<file path="src/rtl/airi5c_custom_bitmanip.sv">
// PCPI bit-manipulation coprocessor (custom opcode 7'h77, funct7 7'h20).
// Ops by funct3: REV, BSWAP, CPOP, CLZ, CTZ and, with AIRI5C_CUSTOM_ROT_EN
// defined, ROL/ROR. The counting ops consume BITS_PER_CYCLE bits per cycle.
// Optional feature macro: AIRI5C_CUSTOM_ROT_EN (rotator present, funct3 5/6 decode).
module airi5c_custom_bitmanip #(
    parameter int unsigned XLEN           = 32,
    parameter int unsigned BITS_PER_CYCLE = 8
) (
    input  logic            clk,
    input  logic            reset,
    input  logic            pcpi_valid,
    input  logic [XLEN-1:0] pcpi_insn,
    input  logic [XLEN-1:0] pcpi_rs1,
    input  logic [XLEN-1:0] pcpi_rs2,
    input  logic [XLEN-1:0] pcpi_rs3,
    output logic            pcpi_wr,
    output logic [XLEN-1:0] pcpi_rd,
    output logic [XLEN-1:0] pcpi_rd2,
    output logic            pcpi_use_rd64,
    output logic            pcpi_wait,
    output logic            pcpi_ready
);

    localparam int unsigned NSLICE  = XLEN / BITS_PER_CYCLE;
    localparam int unsigned CNT_W   = (NSLICE > 1) ? $clog2(NSLICE) : 1;
    localparam int unsigned SHAMT_W = $clog2(XLEN);

    localparam logic [2:0] F3_REV   = 3'd0;
    localparam logic [2:0] F3_BSWAP = 3'd1;
    localparam logic [2:0] F3_CPOP  = 3'd2;
    localparam logic [2:0] F3_CLZ   = 3'd3;
    localparam logic [2:0] F3_CTZ   = 3'd4;
    localparam logic [2:0] F3_ROL   = 3'd5;
    localparam logic [2:0] F3_ROR   = 3'd6;

    typedef enum logic [1:0] {StIdle, StExec, StDone} state_t;

    state_t             state_q, state_d;
    logic [2:0]         op_q, op_d;
    logic [XLEN-1:0]    rs1_q, rs1_d;
    logic [SHAMT_W-1:0] amt_q, amt_d;
    logic [XLEN-1:0]    result_q, result_d;
    logic [CNT_W-1:0]   cnt_q, cnt_d;
    logic               seen_q, seen_d;

    // Instruction fields live in the low 32 bits regardless of XLEN.
    logic [31:0] insn32;
    logic        legal_f3, dec_hit, accept, is_count;
    assign insn32 = 32'(pcpi_insn);

    // Unused operand bits are tied into a dead reduction.
    logic unused_inputs;
    assign unused_inputs = ^{pcpi_rs3, pcpi_insn, pcpi_rs2, insn32};

    // Decode: legal funct3 set depends on whether the rotator is built.
    always_comb begin
        legal_f3 = 1'b0;
        case (insn32[14:12])
            F3_REV, F3_BSWAP, F3_CPOP, F3_CLZ, F3_CTZ: legal_f3 = 1'b1;
`ifdef AIRI5C_CUSTOM_ROT_EN
            F3_ROL, F3_ROR: legal_f3 = 1'b1;
`endif
            default: legal_f3 = 1'b0;
        endcase
    end

    assign dec_hit  = (insn32[6:0] == 7'h77) && (insn32[31:25] == 7'h20) && legal_f3;
    assign accept   = pcpi_valid && dec_hit;
    assign is_count = (insn32[14:12] == F3_CPOP) || (insn32[14:12] == F3_CLZ) ||
                      (insn32[14:12] == F3_CTZ);

    // Single-cycle datapath results and per-slice counting terms.
    logic [XLEN-1:0]           rev_res, bswap_res, rol_res, ror_res;
    logic [XLEN-1:0]           slice_pop, slice_tz, slice_lz;
    logic [BITS_PER_CYCLE-1:0] slice_lo, slice_hi;

    always_comb begin
        rev_res   = '0;
        bswap_res = '0;
        slice_pop = '0;
        slice_lo  = rs1_q[BITS_PER_CYCLE-1:0];
        slice_hi  = rs1_q[XLEN-1 -: BITS_PER_CYCLE];
        slice_tz  = XLEN'(BITS_PER_CYCLE);
        slice_lz  = XLEN'(BITS_PER_CYCLE);
        for (int i = 0; i < int'(XLEN); i++) begin
            rev_res[i] = rs1_q[int'(XLEN) - 1 - i];
        end
        for (int b = 0; b < int'(XLEN / 8); b++) begin
            bswap_res[8*b +: 8] = rs1_q[int'(XLEN) - 8 - 8*b +: 8];
        end
        for (int i = 0; i < int'(BITS_PER_CYCLE); i++) begin
            slice_pop = slice_pop + XLEN'(slice_lo[i]);
        end
        // Lowest set bit wins for CTZ, highest set bit wins for CLZ.
        for (int i = int'(BITS_PER_CYCLE) - 1; i >= 0; i--) begin
            if (slice_lo[i]) slice_tz = XLEN'(i);
        end
        for (int i = 0; i < int'(BITS_PER_CYCLE); i++) begin
            if (slice_hi[i]) slice_lz = XLEN'(int'(BITS_PER_CYCLE) - 1 - i);
        end
    end

`ifdef AIRI5C_CUSTOM_ROT_EN
    // Rotator; a shift by XLEN yields 0, so amount 0 returns rs1 unchanged.
    logic [31:0] amt32;
    always_comb begin
        amt32   = 32'(amt_q);
        rol_res = (rs1_q << amt32) | (rs1_q >> (32'(XLEN) - amt32));
        ror_res = (rs1_q >> amt32) | (rs1_q << (32'(XLEN) - amt32));
    end
`else
    assign rol_res = '0;
    assign ror_res = '0;
`endif

    // Next-state and datapath update.
    always_comb begin
        state_d  = state_q;
        op_d     = op_q;
        rs1_d    = rs1_q;
        amt_d    = amt_q;
        result_d = result_q;
        cnt_d    = cnt_q;
        seen_d   = seen_q;
        case (state_q)
            StIdle: begin
                if (accept) begin
                    op_d     = insn32[14:12];
                    rs1_d    = pcpi_rs1;
                    amt_d    = pcpi_rs2[SHAMT_W-1:0];
                    result_d = '0;
                    seen_d   = 1'b0;
                    cnt_d    = is_count ? CNT_W'(NSLICE - 1) : '0;
                    state_d  = StExec;
                end
            end
            StExec: begin
                if (!pcpi_valid) begin
                    state_d = StIdle;
                end else begin
                    case (op_q)
                        F3_REV:   begin result_d = rev_res;   state_d = StDone; end
                        F3_BSWAP: begin result_d = bswap_res; state_d = StDone; end
                        F3_ROL:   begin result_d = rol_res;   state_d = StDone; end
                        F3_ROR:   begin result_d = ror_res;   state_d = StDone; end
                        F3_CPOP, F3_CLZ, F3_CTZ: begin
                            if (op_q == F3_CPOP) begin
                                result_d = result_q + slice_pop;
                                rs1_d    = rs1_q >> BITS_PER_CYCLE;
                            end else if (op_q == F3_CTZ) begin
                                if (!seen_q) result_d = result_q + slice_tz;
                                seen_d = seen_q | (|slice_lo);
                                rs1_d  = rs1_q >> BITS_PER_CYCLE;
                            end else begin
                                if (!seen_q) result_d = result_q + slice_lz;
                                seen_d = seen_q | (|slice_hi);
                                rs1_d  = rs1_q << BITS_PER_CYCLE;
                            end
                            if (cnt_q == '0) state_d = StDone;
                            else             cnt_d   = cnt_q - CNT_W'(1);
                        end
                        default: state_d = StIdle;
                    endcase
                end
            end
            StDone:  state_d = StIdle;
            default: state_d = StIdle;
        endcase
    end

    // State registers with synchronous reset.
    always_ff @(posedge clk) begin
        if (reset) begin
            state_q  <= StIdle;
            op_q     <= '0;
            rs1_q    <= '0;
            amt_q    <= '0;
            result_q <= '0;
            cnt_q    <= '0;
            seen_q   <= 1'b0;
        end else begin
            state_q  <= state_d;
            op_q     <= op_d;
            rs1_q    <= rs1_d;
            amt_q    <= amt_d;
            result_q <= result_d;
            cnt_q    <= cnt_d;
            seen_q   <= seen_d;
        end
    end

    // PCPI outputs; wait is gated by reset so a held valid is never claimed.
    always_comb begin
        pcpi_ready    = (state_q == StDone);
        pcpi_wr       = pcpi_ready;
        pcpi_rd       = pcpi_ready ? result_q : '0;
        pcpi_rd2      = '0;
        pcpi_use_rd64 = 1'b0;
        pcpi_wait     = !reset && (((state_q == StIdle) && accept) || (state_q == StExec));
    end

endmodule

</file>
<file path="config.mk">
export PLATFORM = sky130hd
export DESIGN_NAME = airi5c_custom_bitmanip
export DESIGN_NICKNAME = d
export VERILOG_FILES = /design/src/rtl/airi5c_custom_bitmanip.sv
export SDC_FILE = /design/constraint.sdc
export NUM_CORES = 1
export LEC_CHECK = 0
export CAP_MARGIN = 10
export CORE_ASPECT_RATIO = 1.5
export CORE_MARGIN = 2
export CORE_UTILIZATION = 42
export CTS_BUF_LIST = sky130_fd_sc_hd__clkbuf_8
export DETAILED_ROUTE_END_ITERATION = 16
export PLACE_DENSITY = 0.79
export SYNTH_ARGS = -nofsm -noshare
export SYNTH_HDL_FRONTEND = slang
export SYNTH_SLANG_ARGS = --single-unit
</file>
<file path="constraint.sdc">
create_clock -name clk -period 3.4 [get_ports clk]
set_input_delay 0.85 -clock clk [delete_from_list [all_inputs] [get_ports clk]]
set_output_delay 0.85 -clock clk [all_outputs]
set_load 0.03 [all_outputs]
</file>
==> reports/qor.yml, run 1 <==
grt_pass1_wl_um: 30800
leakage_nw: 2.69
peakVddDrop_v: 0.000231
yosysSeqAreaShare: 0.261
drt_wl_total_um: 20000
startpoint: "rs1_q[0]"
grt_pass1_vias: 5782
finalClockSkew_ns: 0.0131
cp_num_cells: 11
fin_nets: 986
cts_sinks: 72
routed_via_density: 6.17
ys_async_sr_fraction: 0
crit_fanout: 3
syn_area_um2: 5520
syn_to_final_growth_pct: 31.4
max-cap-violations: 0
numCtsBuffers: 9
fin_crit_sh: 1.11
cpMostUsedCell: "fa_1"
critPathBufInv: 1
antenna_left: 0
die_height_um: 144
placedCellCount: 979
drc: 0
clockBufferDepth: 2
crit_family: "adder cells"
crit_end: "result_q[23]"
syn_area_per_cell_um2: 7.63
crit_path_top_delay_cell: "fa_1"
setup_slack_ns: -0.368
synth_cell_type_count: 73
timing.rr.start: "rs1_q[0]"
worstPathRequired_ns: 3.73
antenna_found_initial: 0
cts_tree: "yes"
r2r_slack_ns: -0.37
drt_iter0_markers: 662
cp.arrival_ns: 4.09
postSynthCellCount: 723
synth_flop_cell: "dfxtp_1"
rows: 51
layout.cells.non_filler: 1000
min_path_type: "reg -> reg"
grt_usage: 0.277
status: "finished with violations"
tightest_slew_ns: 1.16
max_freq_ghz: 0.265
crit_path_start_kind: "flop"
slew_violations: 0
failed_checks: "setup timing"
cpPeakStageDelay_ns: 0.53
gr-total-overflow: 0
synth_edf_count: 0
core_um2: 12900
cts_root_buf: "clkbuf_8"
clk_pin_slew_ns: 0.09
synth_warnings: 0
crit_type: "reg -> reg"
io_pins: 199
initial_core_util: 0.428
setup_tns_ns: -6.72
gp_congestion: 0.988
hold_violations: 0
vias: 6173
yosys_register_bits: 72
die_area_um2: 14100
power_density_nw_per_um2: 229
clk_latency_ns: 0.38
dr.pass1.iters: 9
post-dp-hpwl_um: 14500
reg2reg_depth: 11
period_needed_ns: 3.77
htree_levels: 3
critPathCaptureType: "flop"
rsz0062_at_grt: "yes"
diodes: 0
port_buffers: 86
r2r_end: "result_q[23]"
drive_above_1_share: 0.176
die_w_um: 97.6
finalSetupViolations: 30
relSlewSlack: 0.225
grt_max_degree: 45
crit_chain: "fa_1 -> inv_1 -> fa_1 -> fa_1 -> fa_2 -> nand2b_4 -> a21o_4 -> a211o_1 -> or3_1 -> a2111oi_4 -> a311o_1"
wl_per_cell_um: 20.0
## registers in the layout, summed over array words and instances, names as in the netlist
register,cells
rs1_q,32
op_q,3
state_q,2
seen_q,1
result_q,32
cnt_q,2
## cells in the mapped netlist, drive strengths merged, types with 11 or more instances
cell     n  share of area
dfxtp   72           0.26
inv     23          0.016
a22oi   46          0.063
clkbuf  27          0.020
nor2    40          0.030
nand3   27          0.027
nand2   85          0.058
and2    34          0.039
o21ai   49          0.044
mux2    11          0.022
buf     52          0.066
a21oi   70          0.066
o211ai  11          0.015
ha      13          0.029
## placed cells by master (no fill, tap or decap), types with 8 or more instances in the layout
| cell type | Yosys | layout |
|---|---|---|
| clkdlybuf4s50_1 | 0 | 70 |
| o211ai_1 | 11 | 11 |
| buf_4 | 40 | 55 |
| nand2_1 | 85 | 82 |
| nand4_1 | 9 | 9 |
| o21ai_1 | 0 | 13 |
| ha_1 | 13 | 13 |
| mux2_2 | 11 | 11 |
| clkbuf_8 | 1 | 9 |
| a22oi_1 | 46 | 46 |
| inv_1 | 23 | 22 |
| nor2_1 | 39 | 36 |
| dlygate4sd2_1 | 0 | 8 |
| buf_6 | 1 | 9 |
| conb_1 | 1 | 33 |
| dfxtp_1 | 72 | 71 |
| o21ai_0 | 49 | 34 |
| nand3_1 | 26 | 23 |
| and2_1 | 34 | 34 |
| a21oi_1 | 69 | 68 |
## layout make-up
class	count	area (um2)
clock buffers	9	124
clock inverters	7	63.8
flip-flops and latches	72	1440
well taps	159	199
inverters	24	90.1
repair buffers	150	1380
fillers	1228	5640
multi-input cells	579	3950
## logic make-up after synthesis
logic type | Yosys count | synth area share
AOI/OAI and AO/OA | 260 | 0.317
and+or+nand+nor | 244 | 0.223
buffers and inverters | 104 | 0.104
DFF | 72 | 0.261
adders and majority gates | 19 | 0.0512
muxes | 15 | 0.0297
xor gates and xnor gates | 8 | 0.0127
other | 1 | 0.000680
## per-stage QoR
stage                     hold slack (ns)   util  area, um2  setup WS [ns]  total power [W]
final                               0.501  0.562       7250         -0.368          0.00166
after global routing                0.523  0.562       7250         -0.495          0.00171
after CTS                           0.502  0.551       7110         -0.351          0.00166
after global placement              0.480  0.522       6730         -0.316          0.00100
after floorplan                     0.458      -       5680         -0.272         0.000960
after detailed placement            0.490  0.522       6730         -0.364          0.00100
## worst min-delay path by stage
stage | start | end | depth (start not counted)
floorplan | result_q[0] | result_q[0] | 2
global placement | cnt_q[1] | cnt_q[1] | 2
detailed placement | cnt_q[0] | cnt_q[0] | 2
CTS | cnt_q[0] | cnt_q[0] | 2
global route | rs1_q[2] | rs1_q[2] | 2
finish | cnt_q[0] | cnt_q[0] | 2
## layer usage
metal / part of all wire / GRT usage
met2: 0.50 / 0.486
met3: 0.077 / 0.0459
met1: 0.37 / 0.317
met4: 0.055 / 0.162
met5: 0 / 0
## worst register-to-register path, stage by stage (launching register included)
cell and delay [ns]:
dfxtp_2 0.34, fa_1 0.53, inv_1 0.05, fa_1 0.49, fa_1 0.43, fa_2 0.38, nand2b_4 0.16, a21o_4 0.20
a211o_1 0.28, or3_1 0.36, a2111oi_4 0.35, a311o_1 0.14
## power breakdown
group / switching, W / total, W / leakage [nW] / internal (W)
Combinational: 0.0000846 / 0.000142 / 2.02 / 0.0000569
Clock: 0.000398 / 0.000679 / 0.0903 / 0.000281
Sequential: 0.0000000159 / 0.000842 / 0.580 / 0.000842
## timing repair
item | 4_1_cts | 5_1_grt
cloned | 0 | 0
pin swaps | 22 | 18
buffers inserted | 1 | 4
gates resized for setup | 70 | 28
hold buffers | 0 | 0
endpoints found under the setup margin | 29 | 31
Note: power is estimated with default switching activity, not from simulation.
==> inputs of run 2 (changes only) <==
GPL_ROUTABILITY_DRIVEN = 0   (was unset)
RECOVER_POWER = 25   (was unset)
==> run 2 against run 1 <==
  * The flow still finishes with violations (setup timing)
  * Global-route usage is 0.50 points lower
  * Hold slack worse by 0.0067 ns
  * Sequential share of layout area is 0.068 points lower
==> reports/qor.yml, run 2 (same netlist as run 1, synthesis figures left out) <==
status: "finished with violations"  # unchanged
failed_checks: "setup timing"  # unchanged
clockBufferDepth: 2  # unchanged
leakage_nw: 2.69  # about the same
fin_crit_sh: 1.12  # was 1.11
diodes: 0  # unchanged
slew_violations: 0  # unchanged
routed_via_density: 6.34  # was 6.17
fillers: 1190  # was 1228
cts_sinks: 72  # unchanged
crit_path_top_delay_cell: "fa_1"  # unchanged
tightest_slew_ns: 1.26  # was 1.16 ns
cp.arrival_ns: 4.07  # was 4.09 ns
relSlewSlack: 0.157  # was 0.225
switching_share: 0.276  # was 0.290
crit_path_start_kind: "flop"  # unchanged
cts_tree: "yes"  # unchanged
placedCellCount: 976  # was 979
critPathCaptureType: "flop"  # unchanged
worstPathRequired_ns: 3.67  # was 3.73 ns
cts_root_buf: "clkbuf_8"  # unchanged
cts_hold_buf: 0  # unchanged
setup_slack_ns: -0.395  # was -0.368 ns
final_common_cell: "nand2_1"  # unchanged
reg_top3: "result_q: 32 flops, rs1_q: 32 flops, op_q: 3 flops"  # unchanged
dp_slack_ns: -0.405  # was -0.364 ns
rows: 51  # unchanged
layout.cells.non_filler: 1008  # was 1000
port_buffers: 86  # unchanged
post-dp-hpwl_um: 13900  # was 14500 um
drc: 0  # unchanged
crit_fanout: 4  # was 3
grt_usage: 0.272  # was 0.277
antenna_found_initial: 0  # unchanged
syn_to_final_growth_pct: 31.8  # was 31.4%
io_pins: 199  # unchanged
crit_type: "reg -> reg"  # unchanged
core_um2: 12900  # unchanged
htree_levels: 3  # unchanged
die_height_um: 144  # unchanged
hold_violations: 0  # unchanged
drive_above_1_share: 0.190  # was 0.176
max_freq_ghz: 0.264  # was 0.265 GHz
period_needed_ns: 3.79  # was 3.77 ns
finalClockSkew_ns: 0.0158  # was 0.0131 ns
combPwrFrac: 0.084  # was 0.085
rsz0062_at_grt: "yes"  # unchanged
clk_latency_ns: 0.38  # about the same
p_sw_w: 0.000475  # was 0.000483 W
vias: 6387  # was 6173
critPathBufInv: 3  # was 1
power_density_nw_per_um2: 237  # was 229 nW/um2
crit_chain: "fa_1 -> inv_2 -> fa_1 -> fa_1 -> fa_2 -> inv_2 -> fa_2 -> nand3_2 -> nand3_4 -> and3_4 -> buf_4 -> a311o_1 -> a211oi_1"  # was fa_1 -> inv_1 -> fa_1 -> fa_1 -> fa_2 -> nand2b_4 -> a21o_4 -> a211o_1 -> or3_1 -> a2111oi_4 -> a311o_1
grt_pass1_vias: 6011  # was 5782
fin_nets: 994  # was 986
cpMostUsedCell: "fa_1"  # unchanged
die_area_um2: 14100  # unchanged
antenna_left: 0  # unchanged
grt_pass1_wl_um: 30800  # about the same
total_power_w: 0.00172  # was 0.00166 W
initial_core_util: 0.428  # unchanged
crit_family: "adder cells"  # unchanged
intPower_w: 0.00125  # was 0.00118 W
wl_per_cell_um: 19.5  # was 20.0 um
die_w_um: 97.6  # unchanged
mostFrequentLayoutCells: "nand2_1 (82), dfxtp_1 (71), clkdlybuf4s50_1 (68)"  # was nand2_1 (82), dfxtp_1 (71), clkdlybuf4s50_1 (70)
max-cap-violations: 0  # unchanged
grt_max_degree: 46  # was 45
finalSetupViolations: 30  # unchanged
gr-total-overflow: 0  # unchanged
p_seq_frac: 0.489  # was 0.506
clk_pin_slew_ns: 0.08  # was 0.09 ns
clockPowerShare: 0.427  # was 0.408
dr.pass1.iters: 8  # was 9
drt_wl_total_um: 19600  # was 20000 um
drt_iter0_markers: 848  # was 662
cpPeakStageDelay_ns: 0.54  # was 0.53 ns
peakVddDrop_v: 0.000192  # was 0.000231 V
min_path_type: "reg -> reg"  # unchanged
numCtsBuffers: 9  # unchanged
[run 2: metrics by stage]
stage	area, um2	util	TNS (ns)	hold slack, ns
final	7270	0.564	-7.17	0.494
after global routing	7270	0.564	-10.44	0.531
after CTS	7220	0.560	-5.48	0.502
after detailed placement	6710	0.520	-6.88	0.490
after global placement	6710	0.520	-5.98	0.476
after floorplan	5680	-	-1.09	0.458
[run 2: final timing paths]
check,start,endpoint,slack [ns],cells after the start
min,cnt_q[0],cnt_q[0],0.49,2
max,rs1_q[0],result_q[8],-0.39,13
min reg2reg,cnt_q[0],cnt_q[0],0.49,2
max reg2reg,rs1_q[0],result_q[8],-0.39,13
[run 2: repair_timing]
action,4_1_cts,5_1_grt
gates resized for setup,80,23
setup buffers,14,3
pin swaps,39,20
endpoints found under the setup margin,29,31
[run 2: layout make-up]
cell class / instances / area [um2] / area share
Clock inverter: 7 / 77.6 / 0.0107
Clock buffer: 9 / 124 / 0.0170
Tap cell: 159 / 199 / 0.0273
Sequential cell: 72 / 1440 / 0.198
Multi-Input combinational cell: 579 / 3920 / 0.539
Inverter: 24 / 90.1 / 0.0124
Timing Repair Buffer: 158 / 1420 / 0.196
[run 2: power groups by stage]
stage / Combinational [W] / Sequential (W) / Clock, W
6_report: 0.000145 / 0.000842 / 0.000735
3_5_place_dp: 0.000141 / 0.000862 / 0
2_1_floorplan: 0.0000976 / 0.000862 / 0
3_3_place_gp: 0.000140 / 0.000862 / 0
4_1_cts: 0.000142 / 0.000842 / 0.000731
5_1_grt: 0.000152 / 0.000842 / 0.000761
[run 2: per-layer routing]
| layer | vias up | wire [um] | track usage |
|---|---|---|---|
| met2 | 450 | 9270 | 0.458 |
| met4 | 0 | 1520 | 0.202 |
| met1 | 2953 | 7000 | 0.305 |
| met5 | - | 0 | 0.0110 |
| li1 | 2857 | - | - |
| met3 | 127 | 1860 | 0.0498 |
[run 2: tightest hold or removal path, delay by kind of cell (launching register included)]
kind               cells  cell delay [ns]
DFF                    1             0.32
AOI/OAI and AO/OA      2             0.13
==> inputs of run 3 (changes only) <==
CORE_UTILIZATION = 46   (was 42)
CTS_BUF_LIST = unset   (was sky130_fd_sc_hd__clkbuf_8)
PLACE_DENSITY = 0.82   (was 0.79)
clock period = 3.8 ns   (was 3.4 ns; I/O delays follow)
==> run 3 against run 2 <==
  * The flow now finishes without violations
  * Routed wire length is 5.5% lower
  * Combinational power is 14% lower
  * Register-to-register slack better by 0.51 ns
  * Count of clock-buffer cells in the layout is 1 higher
  * Global-route usage is 0.96 points higher
  * Cell area is 6.1% lower
  * Non-clock buffer count is 42 lower
  * Flip-flop and latch count stayed put
  * Highest routed layer unchanged
==> reports/qor.yml, run 3 (same netlist as run 1, synthesis figures left out) <==
gr-total-overflow: 0  # unchanged
total_power_w: 0.00183  # was 0.00172 W
rows: 49  # was 51
reg_top3: "result_q: 32 flops, rs1_q: 32 flops, op_q: 3 flops"  # unchanged
crit_fanout: 2  # was 4
htree_levels: 3  # unchanged
fin_nets: 952  # was 994
finalSetupViolations: 0  # was 30
dr.pass1.iters: 8  # unchanged
routed_via_density: 6.40  # was 6.34
die_height_um: 138  # was 144 um
io_pins: 199  # unchanged
cts_hold_buf: 0  # unchanged
max_freq_ghz: 0.266
period_needed_ns: 3.76
core_um2: 11800  # was 12900 um2
fillers: 1122  # was 1190
leakage_nw: 2.42  # was 2.69 nW
drive_above_1_share: 0.109  # was 0.190
slew_violations: 0  # unchanged
post-dp-hpwl_um: 13200  # was 13900 um
crit_type: "in -> out"  # was reg -> reg
syn_to_final_growth_pct: 23.8  # was 31.8%
die_area_um2: 12900  # was 14100 um2
max-cap-violations: 0  # unchanged
final_area_um2: 6830  # was 7270 um2
antenna_found_initial: 0  # unchanged
drt_wl_total_um: 18600  # was 19600 um
fin_crit_sh: 0.990
numCtsBuffers: 9  # unchanged
drc: 0  # unchanged
cpPeakStageDelay_ns: 0.55  # was 0.54 ns
clk_pin_slew_ns: 0.06  # was 0.08 ns
crit_path_top_delay_cell: "or4_4"  # was fa_1
grt_usage: 0.281  # was 0.272
postCtsSetupRepairBufs: 0  # was 14
die_w_um: 93.4  # was 97.6 um
clockBufferDepth: 2  # unchanged
crit_path_start_kind: "input pin"  # was flop
tightest_slew_ns: 1.18  # was 1.26 ns
placed_cell_area_um2: 6430  # was 6710 um2
antenna_left: 0  # unchanged
final_common_cell: "nand2_1"  # unchanged
port_buffers: 86  # unchanged
vias: 6140  # was 6387
finalClockSkew_ns: 0.00886  # was 0.0158 ns
drt_iter0_markers: 992  # was 848
grt_pass1_wl_um: 28900  # was 30800 um
layout.cells.non_filler: 960  # was 1008
placedCellCount: 944  # was 976
status: "finished clean"  # was finished with violations
startpoint: "pcpi_insn[29]"  # was rs1_q[0]
peakVddDrop_v: 0.000217  # was 0.000192 V
timing.rr.start: "rs1_q[0]"  # unchanged
critPathCaptureType: "output pin"  # was flop
mostFrequentLayoutCells: "nand2_1 (84), clkdlybuf4s50_1 (80), dfxtp_1 (71)"  # was nand2_1 (82), dfxtp_1 (71), clkdlybuf4s50_1 (68)
min_path_type: "reg -> reg"  # unchanged
initial_core_util: 0.466  # was 0.428
crit_chain: "dlygate4sd2_1 -> or4b_4 -> or4_4 -> or2_4 -> a21oi_2 -> buf_6"  # was fa_1 -> inv_2 -> fa_1 -> fa_1 -> fa_2 -> inv_2 -> fa_2 -> nand3_2 -> nand3_4 -> and3_4 -> buf_4 -> a311o_1 -> a211oi_1
hold_violations: 0  # unchanged
worstPathRequired_ns: 2.85  # was 3.67 ns
worstHoldStart: "rs1_q[2]"  # was cnt_q[0]
fin_util: 0.577  # was 0.564
wl_per_cell_um: 19.3  # was 19.5 um
cts_sinks: 72  # unchanged
cts_root_buf: "clkbuf_16"  # was clkbuf_8
cp.arrival_ns: 2.81  # was 4.07 ns
grt_pass1_vias: 5636  # was 6011
power_density_nw_per_um2: 268  # was 237 nW/um2
diodes: 0  # unchanged
cts_tree: "yes"  # unchanged
grt_max_degree: 44  # was 46
clk_latency_ns: 0.35  # was 0.38 ns
relSlewSlack: 0.216  # was 0.157
## run 3: metal layers
layer,GRT usage,up-vias,share of wire
met5,0,-,0
met4,0.156,0,0.064
met3,0.0480,113,0.099
met2,0.479,462,0.49
met1,0.329,2780,0.35
li1,-,2785,-
## run 3: worst max-delay path, delay by kind of cell
family / cells / cell delay, ns
AND/OR/NAND/NOR: 3 / 1.31
buffers and inverters: 2 / 0.39
AO/OA/AOI/OAI: 1 / 0.17
## run 3: final timing paths
path                                     end  slack (ns)  cells past startpoint
worst max-delay path               pcpi_wait        0.04                      6
worst min-delay path                rs1_q[2]        0.49                      2
worst max register to register  result_q[23]        0.12                     11
worst min register to register      rs1_q[2]        0.49                      2
## run 3: area by class of cell
type / instances / area [um2] / area share
well taps: 153 / 191 / 0.0280
flip-flops and latches: 72 / 1440 / 0.211
multi-input cells: 579 / 3700 / 0.541
inverters: 24 / 90.1 / 0.0132
clock inverters: 6 / 91.3 / 0.0134
repair buffers: 116 / 1080 / 0.158
clock buffers: 10 / 239 / 0.0350
## run 3: report_power, final
part	total [W]	internal (W)	switching, W	leakage [nW]
combinational	0.000125	0.0000509	0.0000737	1.68
clock	0.000948	0.000596	0.000352	0.163
sequential	0.000755	0.000755	0.0000000138	0.580
total	0.00183	0.00140	0.000426	2.42
## run 3: per-stage QoR
stage / setup WS, ns / setup TNS [ns] / hold WS (ns)
3_3_place_gp: -0.202 / -0.202 / 0.470
5_1_grt: -0.0206 / -0.0570 / 0.508
6_report: 0.0364 / 0 / 0.491
3_5_place_dp: -0.223 / -0.223 / 0.482
2_1_floorplan: 0.0572 / 0 / 0.458
4_1_cts: 0.00183 / 0 / 0.489
## run 3: timing repair
item                                    CTS  global route
endpoints found under the setup margin    2            21
endpoints found under the hold margin     0             0
resized for setup                         8            17
pin swaps                                 4             8
cloned                                    0             0
